File: config.mk
export PLATFORM = sky130hd
export DESIGN_NAME = spi_reg_ctrl
export DESIGN_NICKNAME = d
export VERILOG_FILES = /design/src/rtl/spi_reg_ctrl.sv
export SDC_FILE = /design/constraint.sdc
export NUM_CORES = 1
export LEC_CHECK = 0
export BUFFER_PORTS_ARGS = -buffer_cell sky130_fd_sc_hd__buf_2
export CAP_MARGIN = 0
export CORE_ASPECT_RATIO = 1.2
export CORE_UTILIZATION = 31
export CTS_CLUSTER_SIZE = 20
export DETAILED_ROUTE_END_ITERATION = 10
export PLACE_DENSITY_LB_ADDON = 0.25
export SYNTH_ARGS = -nofsm -noshare
export SYNTH_HDL_FRONTEND = slang
export SYNTH_SLANG_ARGS = --single-unit
File: constraint.sdc
create_clock -name CLK25 -period 5.9 [get_ports CLK25]
set_clock_uncertainty 0.2 [all_clocks]
set_input_delay 0.59 -clock CLK25 [delete_from_list [all_inputs] [get_ports CLK25]]
set_output_delay 0.59 -clock CLK25 [all_outputs]
set_load 0.01 [all_outputs]
File: src/rtl/spi_reg_ctrl.sv
// -----------------------------------------------------------------------------
// spi_reg_ctrl
//   SPI-slave (mode 0) register controller. The SPI pins are synchronised into
//   CLK25, 16-bit frames are decoded into reads and writes of a small register
//   file, and the register file drives the user LEDs and a 3-channel 8-bit PWM
//   generator for the RGB LED.
//
//   Frame, MSB first: [15] W(1)/R(0), [14:8] address (only [10:8] decoded),
//   [7:0] write data (ignored on reads).
//
//   Register map:
//     0 LED     rw
//     1 DUTY_R  rw
//     2 DUTY_G  rw
//     3 DUTY_B  rw
//     4 CTRL    rw  bit0 = PWM_EN, bits[7:1] read 0
//     5 STATUS  ro  synchronised SW
//     6 ID      ro  ID_VALUE
//     7 -       reads 0
//
// Ports
//   CLK25     in   system clock, 25 MHz
//   RST       in   synchronous reset, active-high
//   SPI_SS    in   slave select, active-low, asynchronous
//   SPI_SCK   in   SPI clock, mode 0, f_SCK <= CLK25/8
//   SPI_MOSI  in   serial data in, MSB first
//   SPI_MISO  out  serial read data, 0 when not returning read data
//   SW        in   board switches, visible through STATUS
//   LED       out  LED register
//   RGB_R/G/B out  registered PWM outputs
//   WR_STB    out  one-cycle pulse when a register write commits
//   WR_ADDR   out  address of the committed write, valid with WR_STB
// -----------------------------------------------------------------------------
module spi_reg_ctrl #(
   parameter int unsigned SYNC_STAGES = 2,
   parameter logic [7:0]  ID_VALUE    = 8'hA5,
   parameter logic [7:0]  LED_RESET   = 8'h00
) (
   input  logic       CLK25,
   input  logic       RST,
   input  logic       SPI_SS,
   input  logic       SPI_SCK,
   input  logic       SPI_MOSI,
   output logic       SPI_MISO,
   input  logic [7:0] SW,
   output logic [7:0] LED,
   output logic       RGB_R,
   output logic       RGB_G,
   output logic       RGB_B,
   output logic       WR_STB,
   output logic [2:0] WR_ADDR
);

   typedef enum logic [1:0] {
      S_IDLE,
      S_ADDR,
      S_DATA,
      S_DONE
   } state_t;

   // ---------------------------------------------------------------------------
   // Input synchronisers
   // ---------------------------------------------------------------------------
   logic [SYNC_STAGES-1:0] ss_sync_q;
   logic [SYNC_STAGES-1:0] sck_sync_q;
   logic [SYNC_STAGES-1:0] mosi_sync_q;
   logic                   sck_prev_q;
   logic [7:0]             sw_meta_q;
   logic [7:0]             sw_sync_q;

   logic ss_s;
   logic sck_s;
   logic mosi_s;
   logic sck_rise;
   logic sck_fall;

   // The SS chain resets to "selected" so that a frame already in progress
   // when reset releases is never picked up half-way; the slave only arms
   // once it has seen SS high.
   always_ff @(posedge CLK25) begin
      if (RST) begin
         ss_sync_q   <= '0;
         sck_sync_q  <= '0;
         mosi_sync_q <= '0;
         sck_prev_q  <= 1'b0;
         sw_meta_q   <= '0;
         sw_sync_q   <= '0;
      end else begin
         ss_sync_q   <= {ss_sync_q[SYNC_STAGES-2:0],   SPI_SS};
         sck_sync_q  <= {sck_sync_q[SYNC_STAGES-2:0],  SPI_SCK};
         mosi_sync_q <= {mosi_sync_q[SYNC_STAGES-2:0], SPI_MOSI};
         sck_prev_q  <= sck_s;
         sw_meta_q   <= SW;
         sw_sync_q   <= sw_meta_q;
      end
   end

   assign ss_s     = ss_sync_q[SYNC_STAGES-1];
   assign sck_s    = sck_sync_q[SYNC_STAGES-1];
   assign mosi_s   = mosi_sync_q[SYNC_STAGES-1];
   assign sck_rise = sck_s & ~sck_prev_q;
   assign sck_fall = ~sck_s & sck_prev_q;

   // ---------------------------------------------------------------------------
   // Register file storage
   // ---------------------------------------------------------------------------
   logic [7:0] led_q;
   logic [7:0] duty_r_q;
   logic [7:0] duty_g_q;
   logic [7:0] duty_b_q;
   logic       pwm_en_q;

   // ---------------------------------------------------------------------------
   // Frame decoder state
   // ---------------------------------------------------------------------------
   state_t     state_q;
   logic [3:0] bit_cnt_q;
   logic [7:0] rx_q;
   logic [7:0] tx_q;
   logic       we_q;
   logic [2:0] addr_q;
   logic       armed_q;
   logic       miso_q;
   logic       wr_stb_q;
   logic [2:0] wr_addr_q;

   // Command byte fields as they complete on the 8th rise: the shifter holds
   // the first seven bits and the eighth is the bit being sampled now.
   logic       cmd_we;
   logic [2:0] cmd_addr;
   logic [7:0] wr_data;
   logic [7:0] rd_data_d;

   assign cmd_we   = rx_q[6];
   assign cmd_addr = {rx_q[1:0], mosi_s};
   assign wr_data  = {rx_q[6:0], mosi_s};

   always_comb begin
      rd_data_d = '0;
      case (cmd_addr)
         3'd0:    rd_data_d = led_q;
         3'd1:    rd_data_d = duty_r_q;
         3'd2:    rd_data_d = duty_g_q;
         3'd3:    rd_data_d = duty_b_q;
         3'd4:    rd_data_d = {7'b0, pwm_en_q};
         3'd5:    rd_data_d = sw_sync_q;
         3'd6:    rd_data_d = ID_VALUE;
         default: rd_data_d = '0;
      endcase
   end

   always_ff @(posedge CLK25) begin
      if (RST) begin
         state_q   <= S_IDLE;
         bit_cnt_q <= '0;
         rx_q      <= '0;
         tx_q      <= '0;
         we_q      <= 1'b0;
         addr_q    <= '0;
         armed_q   <= 1'b0;
         miso_q    <= 1'b0;
         wr_stb_q  <= 1'b0;
         wr_addr_q <= '0;
         led_q     <= LED_RESET;
         duty_r_q  <= '0;
         duty_g_q  <= '0;
         duty_b_q  <= '0;
         pwm_en_q  <= 1'b0;
      end else begin
         wr_stb_q <= 1'b0;

         if (ss_s) begin
            // Deselect ends or aborts any frame.
            state_q   <= S_IDLE;
            bit_cnt_q <= '0;
            miso_q    <= 1'b0;
            armed_q   <= 1'b1;
         end else begin
            case (state_q)
               S_IDLE: begin
                  miso_q    <= 1'b0;
                  bit_cnt_q <= '0;
                  if (armed_q) begin
                     state_q <= S_ADDR;
                  end
               end

               S_ADDR: begin
                  miso_q <= 1'b0;
                  if (sck_rise) begin
                     rx_q      <= {rx_q[6:0], mosi_s};
                     bit_cnt_q <= bit_cnt_q + 4'd1;
                     if (bit_cnt_q == 4'd7) begin
                        state_q <= S_DATA;
                        we_q    <= cmd_we;
                        addr_q  <= cmd_addr;
                        // Read data is a snapshot taken here.
                        tx_q    <= cmd_we ? 8'h00 : rd_data_d;
                     end
                  end
               end

               S_DATA: begin
                  if (sck_fall) begin
                     miso_q <= tx_q[7];
                     tx_q   <= {tx_q[6:0], 1'b0};
                  end
                  if (sck_rise) begin
                     rx_q      <= {rx_q[6:0], mosi_s};
                     bit_cnt_q <= bit_cnt_q + 4'd1;
                     if (bit_cnt_q == 4'd15) begin
                        state_q <= S_DONE;
                        miso_q  <= 1'b0;
                        if (we_q && (addr_q <= 3'd4)) begin
                           wr_stb_q  <= 1'b1;
                           wr_addr_q <= addr_q;
                           case (addr_q)
                              3'd0:    led_q    <= wr_data;
                              3'd1:    duty_r_q <= wr_data;
                              3'd2:    duty_g_q <= wr_data;
                              3'd3:    duty_b_q <= wr_data;
                              default: pwm_en_q <= wr_data[0];
                           endcase
                        end
                     end
                  end
               end

               default: begin
                  // S_DONE: surplus SCK edges are ignored until deselect.
                  miso_q <= 1'b0;
               end
            endcase
         end
      end
   end

   // ---------------------------------------------------------------------------
   // PWM generator
   // ---------------------------------------------------------------------------
   logic [7:0] pwm_cnt_q;
   logic       rgb_r_q;
   logic       rgb_g_q;
   logic       rgb_b_q;

   always_ff @(posedge CLK25) begin
      if (RST) begin
         pwm_cnt_q <= '0;
         rgb_r_q   <= 1'b0;
         rgb_g_q   <= 1'b0;
         rgb_b_q   <= 1'b0;
      end else begin
         pwm_cnt_q <= pwm_cnt_q + 8'd1;
         rgb_r_q   <= pwm_en_q & (pwm_cnt_q < duty_r_q);
         rgb_g_q   <= pwm_en_q & (pwm_cnt_q < duty_g_q);
         rgb_b_q   <= pwm_en_q & (pwm_cnt_q < duty_b_q);
      end
   end

   // ---------------------------------------------------------------------------
   // Outputs
   // ---------------------------------------------------------------------------
   assign SPI_MISO = miso_q;
   assign LED      = led_q;
   assign RGB_R    = rgb_r_q;
   assign RGB_G    = rgb_g_q;
   assign RGB_B    = rgb_b_q;
   assign WR_STB   = wr_stb_q;
   assign WR_ADDR  = wr_addr_q;

endmodule

### After elaboration in Yosys (flattened, before gate mapping)

Cells that the tools add are included.
Widths: inputs -> output; s select.

* add/subtract/negate cells: 2
* magnitude comparators: 4
* equality and inequality tests: 20
* multiplexer cells: 18
* bitwise operators: 12
* reductions and logical operators: 23

Operators by type and width (count)
* $pmux 8 s7: 1
* $reduce_and 6->1: 6
* $mux 8: 4
* $lt 8x8->1: 3
* $pmux 8 s2: 1
* $eq 3x2->1 const B: 4
* $ne 2x2->1 const B: 6
* $mux 2: 5
* $reduce_and 5->1: 2
* $eq 3x3->1 const B: 3
* $add 8x1->8 const B: 1
* $pmux 4 s2: 1
* $not 1->1: 7
* $eq 3x1->1 const B: 2
* $logic_not 3->1: 2
* $pmux 2 s3: 1
* $and 1x1->1: 5
* $reduce_or 5->1: 1
* $add 4x1->4 const B: 1
* $eq 4x3->1 const B: 1
* $eq 4x4->1 const B: 1
* $mux 1: 4
* $mux 4: 1
* $reduce_and 4->1: 1
* 13 further kinds: 15

* flip-flop bits (word level): 98
* output and inout bits: 16
* word-level logic and storage cells: 104

### Longest topological paths before layout

* depth after elaboration: 6
* mapped depth: 7

### Worst setup path before layout

Ideal clock, no wire load.

* path type: input port to flip-flop
* start point: input port RST
* end point: register state_q[1]
* arrival time: 1.650 ns
* data required time: 5.640 ns
* path slack: 3.990 ns
* stages on the path: 5
* cell sequence: or2_1 > clkbuf_1 > a2111oi_0 > a32o_1 > a311o_1

* longest elaborated chain between the ends: 1

Ends and longest elaborated chain
* from (decl): RTL line 40 `input logic RST,`
* $reduce_or 2->1 (no source line)
* to (signal assigned): RTL line 154 `state_q <= S_IDLE;`
* to (signal assigned): RTL line 174 `state_q <= S_IDLE;`
* to (signal assigned): RTL line 184 `state_q <= S_ADDR;`
* to (decl): RTL line 116 `state_t state_q;`

No other way between the ends.
A chain may end at the register's enable or synchronous reset.

==> impl_metrics.yaml <==
status:
  outcome: "finished with violations"
  violations: "DRC"
routing:
  top_layer: "met4"
  vias: 3416
  wire_per_inst_um: 15.6
  dr_wl_met2_um: 5170
  drc: 3
  finalWirelength_um: 10500
  wl_met3_um: 370
  drt_iter0_markers: 151
  dr.pass1.iters: 7
  vias_per_cell: 5.08
  wl_met1_um: 4720
  postRouteAntennaNets: 0
placement:
  dp_hpwl_um: 7670
  place_ws_ps: 2990
  portBuffers: 28
  place_congestion: 0.770
  dpl-instance-area_mm2: 0.00478
clock_tree:
  cts_tree: "built"
  numCtsBuffers: 9
  clkTransAtPathRegs_ps: 60
  clk_latency_ps: 350
  cts.sinks: 98
  h-tree-depth: 3
  post_cts_buffers: 0
  cts_root_buf: "clkbuf_16"
  ctsHoldBuffers: 0
  clockBufferDepth: 2
  cts_resized: 0
power_and_ir_drop:
  p_leak_nw: 1.95
  p_per_area_mw_per_mm2: 283
  peakVddDrop_uv: 152
final_layout:
  layout_common_cells: "98 x dfxtp_1, 49 x nand2_1, 49 x mux2i_1"
  fillers: 1438
  fin_area_mm2: 0.00511
  n_antenna_cell: 0
  nNetsFinal: 540
  finish.utilization: 0.365
  drive_gt1_frac: 0.116
  mostFrequentLayoutCell: "dfxtp_1"
  syn_to_final_growth_pct: 13.3
timing:
  layout_setup_ws_ps: 3320
  finalCritPeriodShare: 0.438
  fmax_mhz: 387
  rsz0062_at_grt: "false"
  relSlewSlack: 0.350
  setup_viol_count_final: 0
  setup-tns-final_ps: 0
  worst_slew_pin_slew_ps: 974
  maxSlewViolCount: 0
  hold_viol: 0
  fin_crit_ps: 2580
synth:
  synthCells: 484
  ys_warn_count: 0
  synth.avg_cell_area_um2: 9.32
  synth_area_mm2: 0.00451
  syn_nets: 525
  yosysUniqueCellTypes: 51
  synth_enable_flop_cells: 0
  ys_async_sr_fraction: 0
  ys_seq_elements: 98
  ys.flop_type: "dfxtp_1"
  ys_seq_area_frac: 0.435
critical_path:
  crit_fanout: 54
  crit_path_end_kind: "flop"
  cp.arrival_ps: 2590
  reg2reg_to: "LED[5]$_SDFFE_PP0P_"
  critPathLaunch: "RST"
  worstSetupPathType: "input port to flop"
  rrSetupSlack_ps: 3340
  r2r_start: "state_q[0]$_SDFFE_PP0P_"
  start_kind: "input port"
  worst-r2r-cell-count: 5
  required_ps: 5910
global_routing:
  grt_pass1_wl_um: 17800
  grt_max_degree: 55
  grt-ovfl-total: 0
  grt_usage: 0.153
  antenna_found_initial: 0
  grt_pass1_vias: 3519
floorplan:
  die_area_mm2: 0.0150
  rows: 47
  ios: 29
  start_util: 0.322
  die_w_um: 112
  core-area_mm2: 0.0140
  fp.dieH_um: 134
worst_hold_path:
  holdCritPathClass: "flop to flop"
  worstHoldEndpoint: "sw_sync_q[0]$_SDFF_PP0_"
  hp-start: "sw_meta_q[0]$_SDFF_PP0_"
  min_path_cells: 1
job:
  maxCapViolCount: 0
==> cell usage after synthesis (all sizes together) (3+ instances only) <==
library cell	n	area [um^2]
a21oi	13	65.1
nor2	34	128
o21ai	15	75.1
a22oi	3	22.5
mux2i	49	490
dfxtp	98	1960
a31oi	3	18.8
nand3	16	90.1
a211oi	14	105
and3b	3	26.3
buf	11	52.6
o221ai	6	52.6
inv	31	116
clkbuf	15	56.3
and2	3	18.8
a31o	3	26.3
o21a	3	22.5
ha	28	350
a22o	4	35.0
nand4	9	56.3
nor4b	4	41.3
nand2b	6	37.5
nor2b	28	175
nand2	49	184
xor2	4	35.0
a21o	7	52.6
==> power by group <==
part,internal [mW],switching [mW]
registers,0.674,0.0113
logic,0.0398,0.0615
clock network,0.419,0.240
==> how the worst max path moves through the flow <==
| stage | endpoint | slack (ps) | cells past startpoint |
|---|---|---|---|
| after floorplan | state_q[1]$_SDFFE_PP0P_ | 3990 | 5 |
| after global placement | tx_q[0]$_SDFFE_PP0P_ | 3040 | 4 |
| after detailed placement | tx_q[2]$_SDFFE_PP0P_ | 2990 | 4 |
| after CTS | LED[0]$_SDFFE_PP0P_ | 3310 | 5 |
| after global routing | tx_q[0]$_SDFFE_PP0P_ | 3070 | 4 |
| final | tx_q[2]$_SDFFE_PP0P_ | 3320 | 4 |
==> flip-flops by register name (all words and copies together) (netlist names), 2 cells and up <==
signal,cells
mosi_sync_q,2
WR_ADDR,3
duty_r_q,8
LED,8
sck_sync_q,2
duty_b_q,8
sw_sync_q,8
tx_q,8
pwm_cnt_q,8
duty_g_q,8
state_q,2
ss_sync_q,2
rx_q,7
addr_q,3
sw_meta_q,8
bit_cnt_q,4
==> worst max-delay path, cell delays in order <==
cell and delay, ps:
buf_2 710, inv_2 610, nand4b_1 480, o221ai_1 170
==> kinds of logic (layout without fill, tap and decap cells) <==
group	count (synthesis)	in the layout	synth area share
simple gates	163	163	0.187
flops	98	98	0.435
compound gates	83	83	0.130
buf+inv	57	74	0.0499
mux	49	49	0.109
fa+ha+maj	28	28	0.0777
xor+xnor	6	6	0.0117
==> layout make-up <==
type,instances,area (um^2),share of cell area
well taps,171,214,0.0419
clock inverters,3,90.1,0.0176
multi-input cells,329,2330,0.457
repair buffers,30,155,0.0304
flip-flops and latches,98,1960,0.384
clock buffers,10,239,0.0468
inverters,31,116,0.0228
==> per-layer routing <==
layer | global-route usage | vias to the layer above
met5 | 0 | -
met4 | 0.0659 | 0
met3 | 0.0416 | 14
met2 | 0.260 | 58
met1 | 0.182 | 1619
li1 | - | 1725
==> per-stage QoR <==
| step | std cells | power [mW] | hold slack [ps] |
|---|---|---|---|
| finish | 672 | 1.45 | 234 |
| global route | 672 | 1.50 | 244 |
| CTS | 672 | 1.47 | 236 |
| detailed placement | 659 | 0.803 | 224 |
| global placement | 659 | 0.800 | 222 |
| floorplan | 484 | 0.777 | 214 |
No activity file was read; power rests on OpenSTA's default activity.
